## src/rtl/t48_io_expander_pkg.sv

```systemverilog
// Shared types for the T48 I/O expander: opcodes, FSM states, port geometry
// and the 4-bit latch update rule used by every port.
package t48_io_exp_pack;

  localparam int PORT_W  = 4;
  localparam int N_PORTS = 4;

  typedef enum logic [1:0] {
    OP_READ  = 2'b00,
    OP_WRITE = 2'b01,
    OP_OR    = 2'b10,
    OP_AND   = 2'b11
  } op_e;

  typedef enum logic [1:0] {
    ST_IDLE   = 2'b00,
    ST_READ   = 2'b01,
    ST_MODIFY = 2'b10
  } state_e;

  // Modify operations act on the output latch, never on the pin level.
  function automatic logic [PORT_W-1:0] apply_op(input op_e op,
                                                 input logic [PORT_W-1:0] latch,
                                                 input logic [PORT_W-1:0] data);
    logic [PORT_W-1:0] res;
    res = latch;
    case (op)
      OP_WRITE: res = data;
      OP_OR:    res = latch | data;
      OP_AND:   res = latch & data;
      default:  res = latch;
    endcase
    return res;
  endfunction

endpackage

```

## src/rtl/t48_io_expander_if.sv

```systemverilog
// Expander bus between the T48 (master) and the 8243-style expander (slave),
// plus the four 4-bit port pins/latches/enables of P7..P4.
interface t48_io_expander_if;
  import t48_io_exp_pack::*;

  logic                        cs_n;
  logic                        prog_n;
  logic [PORT_W-1:0]           p2_in;
  logic [PORT_W-1:0]           p2_out;
  logic                        p2_en;
  logic [N_PORTS*PORT_W-1:0]   port_in;
  logic [N_PORTS*PORT_W-1:0]   port_out;
  logic [N_PORTS-1:0]          port_en;

  modport master (
    output cs_n, prog_n, p2_in, port_in,
    input  p2_out, p2_en, port_out, port_en
  );

  modport slave (
    input  cs_n, prog_n, p2_in, port_in,
    output p2_out, p2_en, port_out, port_en
  );

endinterface

```

## src/rtl/t48_io_expander_port.sv

```systemverilog
// One expander port: its output latch and output enable.
module t48_io_exp_port
  import t48_io_exp_pack::*;
#(
  parameter logic [PORT_W-1:0] RESET_VAL = '0
) (
  input  logic              clk_i,
  input  logic              res_i,
  input  logic              sel_i,
  input  op_e               op_i,
  input  logic              apply_i,
  input  logic              read_i,
  input  logic [PORT_W-1:0] data_i,
  output logic [PORT_W-1:0] latch_o,
  output logic              en_o
);

  logic [PORT_W-1:0] latch_q, latch_d;
  logic              en_q, en_d;

  // NOTE: every always_comb output gets a default first so no latch is inferred.
  always_comb begin
    latch_d = latch_q;
    en_d    = en_q;
    if (sel_i && read_i) begin
      en_d = 1'b0;
    end else if (sel_i && apply_i) begin
      latch_d = apply_op(op_i, latch_q, data_i);
      en_d    = 1'b1;
    end
  end

  // NOTE: sequential state uses non-blocking assignments only.
  always_ff @(posedge clk_i or negedge res_i) begin
    if (!res_i) begin
      latch_q <= RESET_VAL;
      en_q    <= 1'b0;
    end else begin
      latch_q <= latch_d;
      en_q    <= en_d;
    end
  end

  assign latch_o = latch_q;
  assign en_o    = en_q;

endmodule

```

## src/rtl/t48_io_expander.sv

```systemverilog
// 8243-style I/O expander: PROG edge detect, transfer FSM and P2 read mux,
// with four port latches decoded from P2 on PROG fall, completed on PROG rise.
module t48_io_expander
  import t48_io_exp_pack::*;
#(
  parameter logic [PORT_W-1:0] PORT_RESET_VAL = 4'h0
) (
  input  logic clk_i,
  input  logic res_i,
  input  logic en_clk_i,
  t48_io_expander_if.slave bus
);

  logic              prog_q;
  state_e            state_q, state_d;
  op_e               op_q, op_d;
  logic [1:0]        sel_q, sel_d;
  logic [PORT_W-1:0] p2_q, p2_d;
  logic              p2_en_q, p2_en_d;
  logic              apply_s, read_s;
  logic              fall, rise;

  logic [N_PORTS-1:0][PORT_W-1:0] latch_w;
  logic [N_PORTS-1:0]             en_w;

  assign fall = prog_q & ~bus.prog_n;
  assign rise = ~prog_q & bus.prog_n;

  always_comb begin
    state_d = state_q;
    op_d    = op_q;
    sel_d   = sel_q;
    p2_d    = p2_q;
    p2_en_d = p2_en_q;
    apply_s = 1'b0;
    read_s  = 1'b0;
    if (en_clk_i) begin
      case (state_q)
        ST_IDLE: begin
          // A deselected PROG pulse is dropped whole: its rise is seen in IDLE.
          if (fall && !bus.cs_n) begin
            op_d  = op_e'(bus.p2_in[3:2]);
            sel_d = bus.p2_in[1:0];
            if (op_d == OP_READ) begin
              state_d = ST_READ;
              read_s  = 1'b1;
              p2_en_d = 1'b1;
            end else begin
              state_d = ST_MODIFY;
            end
          end
        end
        ST_READ: begin
          if (rise) begin
            state_d = ST_IDLE;
            p2_en_d = 1'b0;
            p2_d    = '0;
          end else begin
            p2_d = bus.port_in[{sel_q, 2'b00} +: PORT_W];
          end
        end
        ST_MODIFY: begin
          if (rise) begin
            apply_s = 1'b1;
            state_d = ST_IDLE;
          end
        end
        default: state_d = ST_IDLE;
      endcase
    end
  end

  always_ff @(posedge clk_i or negedge res_i) begin
    if (!res_i) begin
      prog_q  <= 1'b1;
      state_q <= ST_IDLE;
      op_q    <= OP_READ;
      sel_q   <= '0;
      p2_q    <= '0;
      p2_en_q <= 1'b0;
    end else begin
      if (en_clk_i) prog_q <= bus.prog_n;
      state_q <= state_d;
      op_q    <= op_d;
      sel_q   <= sel_d;
      p2_q    <= p2_d;
      p2_en_q <= p2_en_d;
    end
  end

  // sel_d equals sel_q except on the decode cycle, where the read strobe needs the new port.
  for (genvar n = 0; n < N_PORTS; n++) begin : g_port
    t48_io_exp_port #(
      .RESET_VAL(PORT_RESET_VAL)
    ) u_port (
      .clk_i  (clk_i),
      .res_i  (res_i),
      .sel_i  (sel_d == n[1:0]),
      .op_i   (op_q),
      .apply_i(apply_s),
      .read_i (read_s),
      .data_i (bus.p2_in),
      .latch_o(latch_w[n]),
      .en_o   (en_w[n])
    );
  end

  assign bus.port_out = latch_w;
  assign bus.port_en  = en_w;
  assign bus.p2_out   = p2_q;
  assign bus.p2_en    = p2_en_q;

endmodule
```

## src/flat_wrapper.sv

```systemverilog
// flat-port wrapper written by rule: the top's interface ports become plain ports
module t48_io_expander_flat import t48_io_exp_pack::*;
#(
  parameter logic [PORT_W-1:0] PORT_RESET_VAL = 4'h0
)
  (clk_i, res_i, en_clk_i, bus_cs_n, bus_prog_n, bus_p2_in, bus_port_in, bus_p2_out, bus_p2_en, bus_port_out, bus_port_en);
  t48_io_expander_if bus_i ();
  input  logic clk_i;
  input  logic res_i;
  input  logic en_clk_i;
  input wire logic [$bits(bus_i.cs_n)-1:0] bus_cs_n;
  input wire logic [$bits(bus_i.prog_n)-1:0] bus_prog_n;
  input wire logic [$bits(bus_i.p2_in)-1:0] bus_p2_in;
  input wire logic [$bits(bus_i.port_in)-1:0] bus_port_in;
  output wire logic [$bits(bus_i.p2_out)-1:0] bus_p2_out;
  output wire logic [$bits(bus_i.p2_en)-1:0] bus_p2_en;
  output wire logic [$bits(bus_i.port_out)-1:0] bus_port_out;
  output wire logic [$bits(bus_i.port_en)-1:0] bus_port_en;
  assign bus_i.cs_n = bus_cs_n;
  assign bus_i.prog_n = bus_prog_n;
  assign bus_i.p2_in = bus_p2_in;
  assign bus_i.port_in = bus_port_in;
  assign bus_p2_out = bus_i.p2_out;
  assign bus_p2_en = bus_i.p2_en;
  assign bus_port_out = bus_i.port_out;
  assign bus_port_en = bus_i.port_en;
  t48_io_expander #(.PORT_RESET_VAL(PORT_RESET_VAL)) u_core (.clk_i(clk_i), .res_i(res_i), .en_clk_i(en_clk_i), .bus(bus_i));
endmodule
```

## config.mk

```make
export PLATFORM = sky130hd
export DESIGN_NAME = t48_io_expander_flat
export DESIGN_NICKNAME = d
export VERILOG_FILES = /design/src/rtl/t48_io_expander_pkg.sv /design/src/rtl/t48_io_expander_if.sv /design/src/rtl/t48_io_expander_port.sv /design/src/rtl/t48_io_expander.sv /design/src/flat_wrapper.sv
export SDC_FILE = /design/constraint.sdc
export NUM_CORES = 1
export LEC_CHECK = 0
export CAP_MARGIN = 20
export CORE_AREA = 10 10 80 82
export DETAILED_ROUTE_END_ITERATION = 7
export DIE_AREA = 0 0 90 92
export DONT_BUFFER_PORTS = 1
export PLACE_DENSITY = 0.54
export REMOVE_ABC_BUFFERS = 1
export SYNTH_ARGS = -nofsm -noshare
export SYNTH_HDL_FRONTEND = slang
export SYNTH_HIERARCHICAL = 1
export SYNTH_SLANG_ARGS = --single-unit
```

## constraint.sdc

```tcl
create_clock -name clk_i -period 2.3 [get_ports clk_i]
set_input_delay 0.46 -clock clk_i [delete_from_list [all_inputs] [get_ports clk_i]]
set_output_delay 0.46 -clock clk_i [all_outputs]
set_load 0.05 [all_outputs]
```

==> flow_summary.json, run 1 <==
{
  "p_seq_frac": 0.606,
  "failed_checks": "negative hold slack",
  "num_vias": 1200,
  "grt_use_total": 0.1004,
  "cts_buffers": 5,
  "finish.net_count": 185,
  "syn_area_mm2": 0.001658,
  "powerDensity_mw_per_mm2": 1356,
  "seq_area_frac_synth": 0.4838,
  "worst_pin_slew_ns": 0.5152,
  "cp_max_fo": 15,
  "core_mm2": 0.004912,
  "drtIter0Drc": 67,
  "ant_nets": 0,
  "reg2reg_depth": 7,
  "drtPass1Iterations": 4,
  "grt_overflow": 0,
  "yosysWarnings": 6,
  "clkTransAtPathRegs_ns": 0.07,
  "worstPathArrival_ns": 2.22,
  "power_switching_mw": 1.213,
  "start_kind": "flop",
  "switching_share": 0.4950,
  "rsz0062_at_grt": "no",
  "n_fill_cell": 487,
  "cts-htree-levels": 2,
  "fmax_ghz": 0.4838,
  "dieWidth_um": 90,
  "relSlewSlack": 0.6566,
  "p_comb_frac": 0.231,
  "wl_um": 4139,
  "cts_tree": "yes",
  "clk_latency_ns": 0.28,
  "avgSynthCellArea_um2": 10.84,
  "min_path_type": "in -> async",
  "status": "complete, but fails checks",
  "routedWlPerCell_um": 18.23,
  "fin_crit_sh": 0.8987,
  "clkSinkCount": 32,
  "gp_congestion": 0.7224,
  "rows": 26,
  "period_needed_ns": 2.067,
  "grt_max_degree": 32,
  "grt_pass1_vias": 1268,
  "grt_util_met1": 0.1061,
  "vias_per_cell": 5.286,
  "root_buffer": "clkbuf_8",
  "hold_viol": 1,
  "die_height_um": 92,
  "synthDistinctLibCells": 27,
  "final_cell_count_no_fill": 227,
  "antenna_found_initial": 0,
  "grt_first_pass_wirelength_um": 6617,
  "setup_viol": 0,
  "finalClockSkew_ns": 0.004898,
  "grt_util_met3": 0.06031,
  "netlist_instances": 153,
  "ys_seq_elements": 32,
  "final-max-slew-violation-count": 0,
  "worst_ep_required_time_ns": 2.46,
  "drc": 0,
  "area_growth_syn_to_layout_pct": 8.981,
  "place_hpwl_um": 3010,
  "die-area_mm2": 0.008280,
  "p_clk_frac": 0.163,
  "top_usage_layer": "met2",
  "drive_gt1_frac": 0.1656,
  "hold_slack_ns": -0.0003333,
  "ir_drop_uv": 536.5,
  "worstSetupPathType": "reg -> reg",
  "place_inst": 219,
  "use_met2": 0.1610,
  "cp-end-kind": "flop",
  "start_util": 0.3375,
  "leakagePower_nw": 0.8218,
  "n_antenna_cell": 0,
  "fin_tns_setup_ns": 0,
  "io_pins": 50,
  "finish.utilization": 0.3678,
  "port_buffers": 0,
  "clockBufferDepth": 2,
  "internal_power_mw": 1.238,
  "drv_cap": 0
}
## cells in the final DEF, fill, tap and decap left out, drive strengths merged
cell type / n
nand3: 17
clkinv: 1
buf: 1
nand3b: 2
clkbuf: 6
nor2b: 2
nor3b: 1
and3b: 4
dfrtp: 31
a21oi: 9
a2bb2oi: 1
or2b: 1
mux2: 5
and2: 1
nor2: 4
inv: 2
o21ai: 21
and3: 2
o31ai: 1
dfstp: 1
mux4: 4
nand2: 20
nor3: 1
nand2b: 2
a22o: 6
xor2: 4
ha: 3
nand4b: 4
## cell families after synthesis
kind of cell / share of synthesized area
AND/OR/NAND/NOR: 0.2000
AO/OA/AOI/OAI: 0.1389
flip-flops: 0.4838
multiplexers: 0.08830
buffers and inverters: 0.02717
XOR/XNOR: 0.03924
adder cells (fa/ha/maj): 0.02264
## path summary, 6_finish.rpt
path / startpoint / to / slack, ns
hold reg to reg: u_core/state_q[1] / u_core/state_q[1] / 0.54
setup reg to reg: u_core/prog_q / u_core/g_port[3].u_port/latch_o[0] / 0.23
setup / recovery: u_core/prog_q / u_core/g_port[3].u_port/latch_o[0] / 0.23
min in group clk_i: bus_p2_in[2] / u_core/g_port[0].u_port/latch_o[2] / 0.31
max in group asynchronous: res_i / u_core/g_port[3].u_port/latch_o[0] / 2.12
hold / removal: res_i / u_core/g_port[1].u_port/en_o / -0.0003
## layer usage
layer	part of all wire	routed length [um]
met1	0.38	1577
met2	0.49	2023
met3	0.12	500
met4	0.0094	39
met5	0	0
## worst max-delay path, stage by stage (launching register included)
cell and delay (ns):
dfstp_2 0.54, nor3b_2 0.17, and3_2 0.38, nand3_1 0.11, o21ai_0 0.16, nand4b_1 0.24, o21ai_0 0.25, nand2_1 0.09
## through the flow
stage | hold slack, ns | setup slack (ns) | area, um2 | power [mW]
5_1_grt | 0.002064 | 0.04981 | 1807 | 2.614
6_report | -0.0003333 | 0.2331 | 1807 | 2.451
2_1_floorplan | 0.1644 | 0.4502 | 1620 | 1.901
4_1_cts | 0.003108 | 0.09482 | 1805 | 2.476
3_3_place_gp | 0.1663 | 0.2340 | 1708 | 2.042
3_5_place_dp | 0.1661 | 0.1240 | 1708 | 2.056
## repair_timing
item / in CTS / in global routing
setup endpoints to repair: 0 / 16
resized for setup: 0 / 1
hold endpoints to repair: 31 / 0
hold buffers: 1 / 0
buffers inserted: 0 / 0
## cells in the mapped netlist
cell	n	area [um2]
a21oi_1	9	45.04
a22o_1	6	52.55
a2bb2oi_2	1	15.01
and2_4	1	8.760
and3_1	2	12.51
and3b_1	4	35.03
buf_6	3	33.78
clkbuf_1	1	3.750
dfrtp_1	31	775.7
dfstp_2	1	26.28
ha_1	3	37.54
inv_1	2	7.510
mux2_2	5	56.30
mux4_2	4	90.09
nand2_1	20	75.07
nand2b_1	2	12.51
nand3_1	17	85.08
nand3b_1	2	15.01
nand4b_1	4	35.03
nor2_1	4	15.01
nor2b_1	2	12.51
nor3_1	1	5.000
nor3b_2	1	12.51
o21ai_0	21	105.1
o31ai_2	1	12.51
or2b_1	1	7.510
xor2_2	4	65.06
## power groups by stage
stage	Clock, mW	Combinational, mW	Sequential, mW
finish	0.400	0.566	1.48
global route	0.440	0.643	1.53
CTS	0.410	0.567	1.50
detailed placement	0	0.549	1.51
global placement	0	0.536	1.51
floorplan	0	0.474	1.43
## state kept, by name, indices dropped and copies added, names as in the netlist
name / count
u_core/g_port.u_port/en_o: 4
u_core/bus.p2_out: 4
u_core/sel_q: 2
u_core/prog_q: 1
u_core/bus.p2_en: 1
u_core/g_port.u_port/latch_o: 16
u_core/op_q: 2
u_core/state_q: 2
## cell type report
cell class	instances	area [um2]	share of cell area
Clock inverter	1	5.005	0.002770
Clock buffer	6	72.57	0.04017
Timing Repair Buffer	1	20.02	0.01108
Inverter	2	7.507	0.004155
Sequential cell	32	802.0	0.4439
Tap cell	70	87.58	0.04848
Multi-Input combinational cell	115	812.0	0.4494
Power figures use the tool's default switching activity.
==> run 2, diff against run 1 <==
Settings changed: PLACE_DENSITY 0.54 to 0.49.
==> flow_summary.json, run 2 (same netlist as run 1, synthesis figures left out) <==
{
  "drv_cap": 0,
  "final_cell_mix": "31 x dfrtp_1, 21 x o21ai_0, 20 x nand2_1",
  "drtPass1Iterations": 4,
  "path_cells": "nor3b_2 > and3_2 > nand3b_1 > o21ai_0 > nand4b_1 > o21ai_0 > nand2_1",
  "powerDensity_mw_per_mm2": 1381,
  "crit_buf_inv": 0,
  "leakagePower_nw": 0.8263,
  "status": "finished clean",
  "routedWlPerCell_um": 19.13,
  "cp_max_fo": 15,
  "grt_max_degree": 32,
  "slowest_stage": "dfstp_2",
  "post-cts-setup-buffers": 0,
  "num_vias": 1218,
  "cts_tree": "yes",
  "clkSinkCount": 32,
  "finish.utilization": 0.3704,
  "drc": 0,
  "grt_use_total": 0.1041,
  "area_growth_syn_to_layout_pct": 9.736,
  "finish.instance_area_mm2": 0.001819,
  "dp_slack_ns": 0.1231,
  "largest_reg_flops": 16,
  "relSlewSlack": 0.6363,
  "reg2reg_depth": 7,
  "ir_drop_uv": 433.2,
  "grt_first_pass_wirelength_um": 6962,
  "finalClockSkew_ns": 0.004141,
  "ant_nets": 0,
  "worstSetupPathType": "reg -> reg",
  "rows": 26,
  "cts-htree-levels": 2,
  "grt_pass1_vias": 1240,
  "reg2reg_slack_ns": 0.24,
  "setup_viol": 0,
  "endpoint": "u_core/g_port[1].u_port/latch_o[1]",
  "worstPathArrival_ns": 2.22,
  "start_kind": "flop",
  "grt_util_met1": 0.1242,
  "drtIter0Drc": 67,
  "gp_congestion": 0.7502,
  "antenna_found_initial": 0,
  "min_path_type": "in -> async",
  "cpPeakStageDelay_ns": 0.55,
  "dieWidth_um": 90,
  "fmax_ghz": 0.4860,
  "die_height_um": 92,
  "dpl_cell_area_mm2": 0.001708,
  "cp-end-kind": "flop",
  "fin_crit_sh": 0.8946,
  "wl_um": 4362,
  "worst_slack_ns": 0.2424,
  "finish.net_count": 185,
  "period_needed_ns": 2.058,
  "place_hpwl_um": 3013,
  "worst_ep_required_time_ns": 2.46,
  "grt_util_met3": 0.04808,
  "n_antenna_cell": 0,
  "cts_buffers": 5,
  "critPathMostFrequentCell": "o21ai_0",
  "clockBufferDepth": 2,
  "use_met2": 0.1586,
  "worst_pin_slew_ns": 0.5456,
  "clkTransAtPathRegs_ns": 0.07,
  "crit_cells": 7,
  "n_fill_cell": 488,
  "rsz0062_at_grt": "no",
  "startpoint": "u_core/prog_q",
  "core_mm2": 0.004912,
  "r2r-start": "u_core/prog_q",
  "io_pins": 50,
  "drive_gt1_frac": 0.1646,
  "fin_tns_setup_ns": 0,
  "crit_family": "simple AND/OR/NAND/NOR gates",
  "top_usage_layer": "met2",
  "port_buffers": 0,
  "final-max-slew-violation-count": 0,
  "hold_viol": 0,
  "final_common_cell": "dfrtp_1",
  "clk_latency_ns": 0.27,
  "grt_overflow": 0,
  "die-area_mm2": 0.008280,
  "root_buffer": "clkbuf_8",
  "start_util": 0.3375,
  "reg2reg_to": "u_core/g_port[1].u_port/latch_o[1]",
  "vias_per_cell": 5.342
}
## run 2: cell types whose count changed in the layout (fill, tap and decap cells not counted)
cell      before  now
clkbuf_8       5    6
clkinv_2       1    0
clkbuf_1       1    2
## run 2: worst reg2reg max path, stage by stage, from the launching register on
cell and delay, ns:
dfstp_2 0.55, nor3b_2 0.18, and3_2 0.38, nand3b_1 0.12, o21ai_0 0.19, nand4b_1 0.24
o21ai_0 0.21, nand2_1 0.08
## run 2: through the flow
stage	instances	hold slack [ns]	power [mW]
2_1_floorplan	149	0.1644	1.901
3_3_place_gp	219	0.1657	2.044
3_5_place_dp	219	0.1656	2.069
4_1_cts	228	0.004033	2.535
5_1_grt	228	0.003408	2.672
6_report	228	0.003648	2.513
## run 2: report_power, final
| group | internal (mW) | switching, mW |
|---|---|---|
| clock network | 0.244 | 0.200 |
| logic | 0.292 | 0.286 |
| registers | 0.741 | 0.750 |
| total | 1.28 | 1.24 |
## run 2: layout make-up
type,instances,area [um2],area share
clock buffer,8,90.09,0.04952
inverter,2,7.507,0.004127
multi-input combinational,115,812.0,0.4464
sequential,32,802.0,0.4409
tap,70,87.58,0.04814
timing repair buffer,1,20.02,0.01100
## run 2: layer usage
| layer | vias to the layer above | wire length [um] |
|---|---|---|
| li1 | 563 | - |
| met1 | 606 | 1880 |
| met2 | 45 | 1991 |
| met3 | 4 | 434 |
| met4 | 0 | 55 |
| met5 | - | 0 |
## run 2: worst min-delay path by stage
stage | startpoint | to | cells after the start
2_1_floorplan | res_i | u_core/bus.p2_en | 0
3_3_place_gp | res_i | u_core/bus.p2_en | 0
3_5_place_dp | res_i | u_core/bus.p2_out[1] | 0
4_1_cts | res_i | u_core/bus.p2_out[1] | 1
5_1_grt | res_i | u_core/bus.p2_out[1] | 1
6_report | res_i | u_core/bus.p2_out[1] | 1
## run 2: what timing repair did
action / 4_1_cts / 5_1_grt
setup endpoints to repair: 0 / 12
resized for setup: 0 / 1
endpoints found under the hold margin: 31 / 0
hold buffers: 1 / 0
